<file path="config.mk">
export PLATFORM = sky130hd
export DESIGN_NAME = rr_grant_scheduler_flat
export DESIGN_NICKNAME = d
export VERILOG_FILES = /design/src/rtl/rr_grant_scheduler_if.sv /design/src/rtl/rr_grant_scheduler.sv /design/src/flat_wrapper.sv
export SDC_FILE = /design/constraint.sdc
export NUM_CORES = 1
export LEC_CHECK = 0
export BUFFER_PORTS_ARGS = -buffer_cell sky130_fd_sc_hd__buf_2
export CORE_UTILIZATION = 35
export CTS_CLUSTER_SIZE = 20
export DETAILED_ROUTE_END_ITERATION = 8
export PLACE_DENSITY = 0.65
export SLEW_MARGIN = 20
export SYNTH_ARGS = -nofsm -noshare
export SYNTH_HDL_FRONTEND = slang
export SYNTH_SLANG_ARGS = --single-unit
</file>
<file path="constraint.sdc">
create_clock -name clock -period 2.3 [get_ports clock]
set_clock_uncertainty 0.15 [all_clocks]
set_input_delay 0.115 -clock clock [delete_from_list [all_inputs] [get_ports clock]]
set_output_delay 0.115 -clock clock [all_outputs]
set_load 0.02 [all_outputs]
</file>
<file path="src/rtl/rr_grant_scheduler_if.sv">
// rr_grant_scheduler_if
//   Request/grant bundle between a set of requesters and the round-robin
//   grant scheduler that owns the shared output/strobe channel.
//
//   Signals:
//     enable    requester side -> scheduler, allows new grants
//     req       requester side -> scheduler, level request per requester
//     done      requester side -> scheduler, one-cycle completion pulse
//     gnt       scheduler -> requester side, one-hot grant (zero when idle)
//     gnt_valid scheduler -> requester side, OR of gnt
//     gnt_id    scheduler -> requester side, index of granted requester
//     timeout   scheduler -> requester side, forced-release pulse
//     busy      scheduler -> requester side, grant or release in progress
//
//   Modports:
//     master  requester side (drives enable/req/done)
//     slave   scheduler side (drives the grant outputs)

interface rr_grant_scheduler_if #(
  parameter int NREQ = 4,
  parameter int IDW  = 2
);

  logic            enable;
  logic [NREQ-1:0] req;
  logic [NREQ-1:0] done;
  logic [NREQ-1:0] gnt;
  logic            gnt_valid;
  logic [IDW-1:0]  gnt_id;
  logic            timeout;
  logic            busy;

  modport master (
    output enable,
    output req,
    output done,
    input  gnt,
    input  gnt_valid,
    input  gnt_id,
    input  timeout,
    input  busy
  );

  modport slave (
    input  enable,
    input  req,
    input  done,
    output gnt,
    output gnt_valid,
    output gnt_id,
    output timeout,
    output busy
  );

endinterface

</file>
<file path="src/rtl/rr_grant_scheduler.sv">
// rr_grant_scheduler
//   Shares one controlled resource among NREQ requesters. One exclusive
//   grant at a time, each grant bounded by a hold timer, with a one-cycle
//   release gap before the next arbitration. All outputs are registered.
//
//   Ports:
//     clock    rising-edge clock
//     reset_n  asynchronous active-low reset
//     bus      rr_grant_scheduler_if.slave
//                in : enable, req[NREQ], done[NREQ]
//                out: gnt[NREQ], gnt_valid, gnt_id[IDW], timeout, busy
//
//   Parameters:
//     NREQ  number of requesters (power of 2, 2..8)
//     IDW   log2(NREQ)
//     TMAX  last timer value of a grant before forced release (1..2^CW-1)
//     CW    hold-timer width
//
//   Build option:
//     RR_GRANT_FIXED_PRIO_EN  when defined, arbitration is fixed priority
//                             (lowest set index wins) and the round-robin
//                             pointer is not built. Timer, release gap and
//                             timeout behave the same in both builds.

module rr_grant_scheduler #(
  parameter int NREQ = 4,
  parameter int IDW  = 2,
  parameter int TMAX = 15,
  parameter int CW   = 4
) (
  input  logic                  clock,
  input  logic                  reset_n,
  rr_grant_scheduler_if.slave   bus
);

  // state   | meaning
  // --------+---------------------------------------------------------
  // IDLE    | no grant; arbitrate when enable=1 and any req is set
  // GRANT   | one requester owns the resource; hold timer running
  // RELEASE | one-cycle gap with gnt=0 before returning to IDLE

  typedef enum logic [1:0] {
    ST_IDLE    = 2'd0,
    ST_GRANT   = 2'd1,
    ST_RELEASE = 2'd2
  } state_t;

  state_t          state_q, state_d;
  logic [NREQ-1:0] gnt_q, gnt_d;
  logic            gnt_valid_q, gnt_valid_d;
  logic [IDW-1:0]  gnt_id_q, gnt_id_d;
  logic            timeout_q, timeout_d;
  logic            busy_q, busy_d;

  // Hold timer runs as a down-counter: loaded with TMAX at grant time and
  // reaching zero on the cycle the elapsed-cycle count equals TMAX.
  logic [CW-1:0]   hold_q, hold_d;
  logic            hold_tc;

  logic [NREQ-1:0] req_clean;
  logic            sel_found;
  logic [IDW-1:0]  sel_idx;

  logic            own_req;
  logic            own_done;
  logic            release_now;

  // Unknown request bits must never win arbitration.
  always_comb begin
    req_clean = '0;
    for (int i = 0; i < NREQ; i++) begin
      req_clean[i] = (bus.req[i] === 1'b1);
    end
  end

`ifdef RR_GRANT_FIXED_PRIO_EN

  // Descending scan so the lowest set index is the one left standing.
  always_comb begin
    sel_found = 1'b0;
    sel_idx   = '0;
    for (int i = NREQ - 1; i >= 0; i--) begin
      if (req_clean[i]) begin
        sel_found = 1'b1;
        sel_idx   = IDW'(i);
      end
    end
  end

`else

  logic [IDW-1:0] ptr_q, ptr_d;
  logic [IDW-1:0] cand;

  // Scan ptr, ptr+1, ... descending in offset so the smallest offset from
  // ptr wins. NREQ is a power of two, so IDW-bit wrap is the modulo.
  always_comb begin
    sel_found = 1'b0;
    sel_idx   = '0;
    cand      = '0;
    for (int off = NREQ - 1; off >= 0; off--) begin
      cand = ptr_q + IDW'(off);
      if (req_clean[cand]) begin
        sel_found = 1'b1;
        sel_idx   = cand;
      end
    end
  end

  // The requester that just released becomes lowest priority.
  always_comb begin
    ptr_d = ptr_q;
    if (state_q == ST_GRANT && release_now) begin
      ptr_d = gnt_id_q + 1'b1;
    end
  end

  always_ff @(posedge clock or negedge reset_n) begin
    if (!reset_n) begin
      ptr_q <= '0;
    end else begin
      ptr_q <= ptr_d;
    end
  end

`endif

  assign own_req     = req_clean[gnt_id_q];
  assign own_done    = (bus.done[gnt_id_q] === 1'b1);
  assign hold_tc     = (hold_q == '0);
  assign release_now = own_done || !own_req || hold_tc;

  always_comb begin
    state_d     = state_q;
    gnt_d       = gnt_q;
    gnt_id_d    = gnt_id_q;
    hold_d      = hold_q;
    timeout_d   = 1'b0;

    case (state_q)
      ST_IDLE: begin
        if (bus.enable && sel_found) begin
          state_d          = ST_GRANT;
          gnt_d            = '0;
          gnt_d[sel_idx]   = 1'b1;
          gnt_id_d         = sel_idx;
          hold_d           = CW'(TMAX);
        end
      end

      ST_GRANT: begin
        if (release_now) begin
          state_d   = ST_RELEASE;
          gnt_d     = '0;
          // done or a dropped request takes precedence over the timer
          timeout_d = hold_tc && !own_done && own_req;
        end else begin
          hold_d = hold_q - 1'b1;
        end
      end

      ST_RELEASE: begin
        state_d = ST_IDLE;
        gnt_d   = '0;
      end

      default: begin
        state_d = ST_IDLE;
        gnt_d   = '0;
      end
    endcase

    gnt_valid_d = |gnt_d;
    busy_d      = (state_d != ST_IDLE);
  end

  always_ff @(posedge clock or negedge reset_n) begin
    if (!reset_n) begin
      state_q     <= ST_IDLE;
      gnt_q       <= '0;
      gnt_valid_q <= 1'b0;
      gnt_id_q    <= '0;
      timeout_q   <= 1'b0;
      busy_q      <= 1'b0;
      hold_q      <= '0;
    end else begin
      state_q     <= state_d;
      gnt_q       <= gnt_d;
      gnt_valid_q <= gnt_valid_d;
      gnt_id_q    <= gnt_id_d;
      timeout_q   <= timeout_d;
      busy_q      <= busy_d;
      hold_q      <= hold_d;
    end
  end

  assign bus.gnt       = gnt_q;
  assign bus.gnt_valid = gnt_valid_q;
  assign bus.gnt_id    = gnt_id_q;
  assign bus.timeout   = timeout_q;
  assign bus.busy      = busy_q;

endmodule
</file>
<file path="src/flat_wrapper.sv">
// flat-port wrapper written by rule: the top's interface ports become plain ports
module rr_grant_scheduler_flat 
#(
  parameter int NREQ = 4,
  parameter int IDW  = 2,
  parameter int TMAX = 15,
  parameter int CW   = 4
)
  (clock, reset_n, bus_enable, bus_req, bus_done, bus_gnt, bus_gnt_valid, bus_gnt_id, bus_timeout, bus_busy);
  rr_grant_scheduler_if #(.NREQ(NREQ), .IDW(IDW)) bus_i ();
  input  logic clock;
  input  logic reset_n;
  input wire logic [$bits(bus_i.enable)-1:0] bus_enable;
  input wire logic [$bits(bus_i.req)-1:0] bus_req;
  input wire logic [$bits(bus_i.done)-1:0] bus_done;
  output wire logic [$bits(bus_i.gnt)-1:0] bus_gnt;
  output wire logic [$bits(bus_i.gnt_valid)-1:0] bus_gnt_valid;
  output wire logic [$bits(bus_i.gnt_id)-1:0] bus_gnt_id;
  output wire logic [$bits(bus_i.timeout)-1:0] bus_timeout;
  output wire logic [$bits(bus_i.busy)-1:0] bus_busy;
  assign bus_i.enable = bus_enable;
  assign bus_i.req = bus_req;
  assign bus_i.done = bus_done;
  assign bus_gnt = bus_i.gnt;
  assign bus_gnt_valid = bus_i.gnt_valid;
  assign bus_gnt_id = bus_i.gnt_id;
  assign bus_timeout = bus_i.timeout;
  assign bus_busy = bus_i.busy;
  rr_grant_scheduler #(.NREQ(NREQ), .IDW(IDW), .TMAX(TMAX), .CW(CW)) u_core (.clock(clock), .reset_n(reset_n), .bus(bus_i));
endmodule
</file>
-- Word-level counts from Yosys, hierarchy flattened
Cells that the tools add are included.
- register bits after elaboration: 17
- input port bits: 11
- output and inout port bits: 9
- word-level logic and storage cells: 77
- add/subtract/negate cells: 5
- order comparisons: 7
- eq/ne operators: 8
- mux-type cells: 33
- reductions and logical operators: 16
- operators by type and width (operator ; number):
    less-than comparator 2 x 3 -> 1 bit, second input constant ; 6
    two-way mux 4 bit ; 4
    case mux 4 bit (2 select lines) ; 2
    two-way mux 1 bit ; 13
    binary-select mux 1 bit (select 2 bit) ; 6
    two-way mux 2 bit ; 6
    case equality test 1 bit, second input constant ; 5
    logical AND 1 bit ; 5
    adder 2 x 1 -> 2 bit, second input constant ; 2
    adder 2 bit, second input constant ; 2
    logical NOT 4 bit ; 1
    case mux 2 bit (2 select lines) ; 1
    nonzero test 2 bit ; 2
    OR reduction 4 bit ; 1
    subtractor 4 x 1 -> 4 bit, second input constant ; 1
    AND reduction 3 bit ; 1
    demux 1 bit (select 2 bit) ; 1
    equality test 2 x 1 -> 1 bit, second input constant ; 1
    greater-or-equal comparator 2 x 1 -> 1 bit, second input constant ; 1
    logical NOT 1 bit ; 2
    logical NOT 2 bit ; 1
    logical OR 1 bit ; 2
    != test 2 x 1 -> 1 bit, second input constant ; 1
    != test 2 bit, second input constant ; 1
    AND reduction 2 bit ; 1

-- Longest topological paths before layout
Gate-level depths: netlist (run 1).
- depth after elaboration: 14
- mapped depth: 7
- mapped depth without buffers: 6

-- Worst setup path before layout (run 1)
Ideal clock, no wire load.
- path type: register to register
- start point: register u_core.hold_q[0]
- end point: register u_core.ptr_q[1]
- library setup time: 0.125 ns
- arrival time: 1.694 ns
- required time: 2.025 ns
- setup slack: 0.331 ns
- stages on the path, launching flop included: 7
- path buffers: 1
- clock period less this slack: 1.969 ns
- path through: dfrtp_1 inv_1 ha_1 or3b_2 clkbuf_1 a21oi_4 mux2_4
- word-level cells in the longest chain between the ends: 3
- ends and longest elaborated chain (what ; RTL line ; source):
    from (decl) ; rr_grant_scheduler.sv:57 ; logic [CW-1:0] hold_q, hold_d;
    from (signal assigned) ; rr_grant_scheduler.sv:193 ; hold_q <= hold_d;
    logical NOT 4 bit ; rr_grant_scheduler.sv:130 ; assign hold_tc = (hold_q == '0);
    logical OR 1 bit ; rr_grant_scheduler.sv:131 ; assign release_now = own_done || !own_req || hold_tc;
    logical AND 1 bit ; rr_grant_scheduler.sv:113 ; if (state_q == ST_GRANT && release_now) begin
    to (signal assigned) ; rr_grant_scheduler.sv:122 ; ptr_q <= ptr_d;
    to (decl) ; rr_grant_scheduler.sv:92 ; logic [IDW-1:0] ptr_q, ptr_d;
Every way passes these cells.
A chain may end at the register's enable or synchronous reset.

-- Final worst setup path (run 1)
Same ends and word-level chain as after synthesis.

==> results of run 1 <==
==> cells in the final DEF (no fill, tap or decap), types with 4 or more instances in the layout <==
cell      count
a32o_1        4
buf_2        19
dfrtp_1      17
inv_1         4
mux2i_1       4
nand2_1       8
nand2b_1      6
nor2_1        4
nor2b_1       5
nor3_1        4
o21ai_0       4
==> flip-flops by register name (all words and copies together), names as in the netlist <==
register,cells
u_core.bus.timeout,1
u_core.bus.busy,1
u_core.bus.gnt,4
u_core.hold_q,4
u_core.ptr_q,2
u_core.bus.gnt_id,2
u_core.state_q,2
u_core.bus.gnt_valid,1
==> power breakdown <==
group	switching (µW)	total (µW)	internal [µW]
Clock	94.1	159	64.6
Sequential	114	521	408
Combinational	328	572	244
Total	536	1250	716
==> area by class of cell <==
type                    instances  area [µm²]
clock buffers                   3        22.5
clock inverters                 1        5.00
fillers                       242        1400
inverters                       4        15.0
multi-input cells              63         467
flip-flops and latches         17         425
well taps                      30        37.5
repair buffers                 20         105
==> path summary, 6_finish.rpt <==
check                                       from           endpoint  slack, ns  cells after the start
worst max-delay path            u_core.hold_q[0]    u_core.ptr_q[1]       0.32                      5
worst min-delay path                     reset_n  u_core.state_q[1]       0.11                      2
worst max register to register  u_core.hold_q[0]    u_core.ptr_q[1]       0.32                      5
worst min register to register  u_core.hold_q[3]   u_core.hold_q[3]       0.34                      1
max in group asynchronous                reset_n   u_core.hold_q[1]       1.62                      2
min in group clock                    bus_enable  u_core.bus.gnt[0]       0.18                      5
==> metal layers <==
metal,vias to the layer above,routed length (µm)
met1,361,897
met5,-,0
li1,369,-
met4,0,0
met2,8,947
met3,0,49
==> worst register-to-register path: cells and delay by family, from the launching register on <==
family                     cells  cell delay, ns
AOI/OAI and AO/OA              1            0.22
adders and majority gates      1            0.16
buffers and inverters          1            0.08
DFF                            1            0.41
muxes                          1            0.31
and+or+nand+nor                1            0.54
==> what timing repair did <==
item                                   CTS  global route
hold buffers                             1             0
resized for setup                        0             0
endpoints found under the hold margin   17             0
==> through the flow <==
stage | utilization [%] | instance area, µm² | setup slack (ns) | std cells | power [µW]
after floorplan | - | 911 | 0.331 | 85 | 928
after global placement | 42.0 | 1040 | 0.380 | 133 | 1080
after detailed placement | 42.0 | 1040 | 0.313 | 133 | 1100
after CTS | 43.5 | 1080 | 0.304 | 138 | 1270
after global routing | 43.5 | 1080 | 0.221 | 138 | 1350
final | 43.5 | 1080 | 0.317 | 138 | 1250
==> cells by family (layout without fill, tap and decap cells) <==
group	count (synthesis)	after routing	share of synthesized area (%)
xor gates and xnor gates	1	1	0.962
and+or+nand+nor	31	31	17.6
AOI/OAI and AO/OA	23	23	20.3
buffers and inverters	5	28	2.06
DFF	17	17	46.7
muxes	7	7	11.0
adders and majority gates	1	1	1.37
==> results.md, run 1 <==
- Setup TNS: 0 ns
- GRT met1 Usage: 18.1%
- Share of cells above drive strength 1: 29.6%
- Met2 Use GR: 27.0%
- Async S/R FF share, synth: 100%
- Yosys Warn Count: 0
- Final worst-path cycle share: 86.2%
- Slew HR: 49.4%
- Die Footprint: 2810 µm²
- Count leader, synth: dfrtp_1
- CTS buffer count: 3
- Cell taking the most area after synthesis: dfrtp_1
- Initial antenna violation count: 0
- Met3 Usage GRT: 6.03%
- Leakage Power: 0.000503 µW
- Number of enable flip-flop cells after synthesis: 0
- Synth cell types: 30
- Synth top area cells: dfrtp_1, mux4_2, a32o_1
- Most instantiated cells after synthesis: dfrtp_1, nand2_1, nand2b_1
- Synth top area share: 46.7%
- Synthesized flop and latch total: 17
- Outcome: finished clean
- RSZ-0062 raised after global routing: no
- Worst endpoint required time: 2.33 ns
- Root Buffer: clkbuf_4
- Critical Path Max Stage Delay: 0.54 ns
- Largest net degree at the start of global routing: 18
- Via count: 738
- Starting DRT DRC Count: 14
- Crit path cell chain: inv_1 -> ha_1 -> or3b_2 -> a21oi_4 -> mux2_4
- Number of H-tree levels: 1
- Final Hold Viols: 0
- Clock Latency Late Sink: 0.29 ns
- Worst Setup End Kind: flop
- Tmin final: 1.98 ns
- Rows: 18
- Worst-path clk slew: 0.10 ns
- Vias in the first global route: 706
- Total track usage: 15.7%
- Final setup violation count: 0
- Synthesized area: 911 µm²
- CTS tree: yes
- Critical path's slowest cell: or3b_2
- I/O Buffers: 19
- Sinks on Clock Net: 17
- Initial DRT Pass Iterations: 4
- Routed Antenna Nets: 0
- Core area: 2480 µm²
- Worst hold slack: 0.110 ns
- Post-CTS Setup Bufs: 0
- Routed WL per cell: 13.7 µm
- Clock Tree Buf Depth: 2
- Die Wd: 53.0 µm
- GRT busiest layer: met2
- Crit Path Max Fanout: 7
- HP Class: in -> async
- Max IR drop VDD: 0.586 mV
- Initial core utilization: 36.8%
- Worst Setup Path Type: reg -> reg
- CP top delay family: simple AND/OR/NAND/NOR gates
- Vias/cell: 5.35
- Synthesized instance count: 85
- Diode count: 0
- Worst-Margin Slew: 0.754 ns
- Total wire length: 1890 µm
- IO Pins: 20
- Dominant synthesized flop cell: dfrtp_1
- GPL Wtd Cong: 0.806
- Drt drc: 0
- P&R area growth vs syn: 18.3%
- Max cap viols: 0
- Critical Path Source Type: flop
- Dpl hpwl: 1480 µm
- Fin nets: 121
- Synth Net Count: 97
- GRT overflow: 0
- CP bufs+invs: 1
- Slew Limit Fails: 0
- Register area share after synthesis: 46.7%
- Highest Clock Rate: 504 MHz
- Pwr/cell area: 1160 nW/µm²
- Arrival @ worst endpoint: 2.01 ns
- Die Y: 53.0 µm
- First-pass GRT wire length: 3060 µm
- Synth Area per Inst: 10.7 µm²
Power figures use the tool's default switching activity.
==> inputs of run 2 (changes only) <==
- CORE_UTILIZATION: 35 -> 52
- PLACE_DENSITY: 0.65 -> 0.86
==> results.md, run 2 (same netlist as run 1, synthesis figures left out) <==
- Arrival @ worst endpoint: 2.04 ns (+0.03 ns)
- Worst-Margin Slew: 0.775 ns (+0.0212 ns)
- Max IR drop VDD: 0.648 mV (+11%)
- R2r startpoint: u_core.hold_q[0]
- Crit Path Max Fanout: 7 (unchanged)
- Rows: 14 (-4)
- Most frequent cells in the layout: buf_2, dfrtp_1, nand2_1
- CTS tree: yes
- Share of cells above drive strength 1: 28.7% (-0.93 points)
- Initial antenna violation count: 0 (unchanged)
- Routed WL per cell: 15.6 µm (+13%)
- Total track usage: 23.4% (+7.7 points)
- Final worst-path cycle share: 87.3% (+1.1 points)
- IO Pins: 20 (unchanged)
- GRT overflow: 0 (unchanged)
- Clock Tree Buf Depth: 2 (unchanged)
- Worst-path clk slew: 0.10 ns (about the same)
- Max cap viols: 0 (unchanged)
- HP Class: in -> async
- Critical Path Source: u_core.hold_q[0]
- Die Y: 43.9 µm (-17%)
- Critical Path Source Type: flop
- Placed Cells incl. Taps: 119 (-11%)
- Slew HR: 47.9% (-1.4 points)
- Critical path's slowest cell: or3b_2
- Outcome: finished clean
- Post-CTS Setup Bufs: 0 (unchanged)
- Diode count: 0 (unchanged)
- Fin nets: 121 (unchanged)
- Cts-stage hold buffer count: 1 (unchanged)
- Leakage Power: 0.000500 µW (-0.54%)
- Worst Setup Path Type: reg -> reg
- Critical Path Max Stage Delay: 0.56 ns (+0.02 ns)
- Starting DRT DRC Count: 35 (+21)
- Post-CTS Resized: 0 (unchanged)
- Slew Limit Fails: 0 (unchanged)
- Sinks on Clock Net: 17 (unchanged)
- Clock Latency Late Sink: 0.28 ns (about the same)
- P&R area growth vs syn: 16.2%
- Crit path cell chain: inv_1 -> ha_1 -> or3b_2 -> a21oi_4 -> mux2_4
- Root Buffer: clkbuf_4
- Final Hold Viols: 0 (unchanged)
- Post-Layout Cell Count: 124 (-10%)
- Vias in the first global route: 721 (+2.1%)
- RSZ-0062 raised after global routing: no
- Largest net degree at the start of global routing: 18 (unchanged)
- Fill cell count: 125 (-48%)
- Initial DRT Pass Iterations: 7 (+3)
- Die Wd: 43.9 µm (-17%)
- Worst endpoint required time: 2.33 ns (about the same)
- Core area: 1580 µm² (-36%)
- Worst Setup End Kind: flop
- Tmin final: 2.01 ns (+0.0259 ns)
- Final setup violation count: 0 (unchanged)
- Highest Clock Rate: 498 MHz (-1.3%)
- Vias/cell: 6.20 (+16%)
- Dpl hpwl: 1450 µm (-1.9%)
- Via count: 769 (+4.2%)
- Setup TNS: 0 ns (unchanged)
- Pwr/cell area: 1190 nW/µm² (+2.7%)
- Most common cell after layout, fill and taps aside: buf_2
- CTS buffer count: 3 (unchanged)
- I/O Buffers: 19 (unchanged)
- Drt drc: 0 (unchanged)
- Initial core utilization: 57.8% (+21 points)
- Total wire length: 1930 µm (+1.8%)
- Die Footprint: 1920 µm² (-32%)
- First-pass GRT wire length: 3220 µm (+5.0%)
- Number of H-tree levels: 1 (unchanged)
- Routed Antenna Nets: 0 (unchanged)
- GPL Wtd Cong: 0.797 (-1.2%)
run 2: layout make-up:
class	instances	area [µm²]	share of cell area, %
clock buffers	4	26.3	2.48
multi-input cells	63	467	44.1
inverters	4	15.0	1.42
repair buffers	20	105	9.93
flip-flops and latches	17	425	40.2
well taps	16	20.0	1.89
run 2: through the flow:
stage	hold WS (ns)	instance area (µm²)	setup slack (ns)	util [%]	total power [µW]
after detailed placement	-0.0991	1020	0.335	64.8	1100
after global placement	-0.109	1020	0.383	64.8	1080
final	0.130	1060	0.291	67.1	1260
after floorplan	-0.331	911	0.331	-	928
after global routing	0.157	1060	0.246	67.1	1350
after CTS	0.117	1060	0.320	67.1	1260
run 2: layer usage:
layer  vias to the layer above  GRT usage (%)  part of all wire (%)
li1                        367              -                     -
met1                       365           31.2                    47
met2                        33           36.4                    47
met3                         4           4.17                   5.0
met4                         0           12.1                   1.2
met5                         -              0                     0
run 2: power breakdown:
part,switching [µW],internal [µW]
Sequential,113,408
Clock,91.7,67.4
Combinational,340,244
Total,544,719
run 2: path summary, 6_finish.rpt:
| check | slack [ns] | depth (start not counted) | endpoint |
|---|---|---|---|
| setup reg to reg | 0.29 | 5 | u_core.ptr_q[1] |
| max in group asynchronous | 1.60 | 2 | u_core.bus.gnt_id[0] |
| setup / recovery | 0.29 | 5 | u_core.ptr_q[1] |
| hold / removal | 0.13 | 2 | u_core.bus.busy |
| hold reg to reg | 0.33 | 1 | u_core.hold_q[3] |
| min in group clock | 0.18 | 3 | u_core.bus.gnt[2] |
run 2: worst max-delay path, delay by kind of cell, from the launching register on:
family                   cells  cell delay [ns]
multiplexers                 1             0.31
AND/OR/NAND/NOR              1             0.56
buffers and inverters        1             0.09
AO/OA/AOI/OAI                1             0.23
adder cells (fa/ha/maj)      1             0.16
flip-flops                   1             0.41
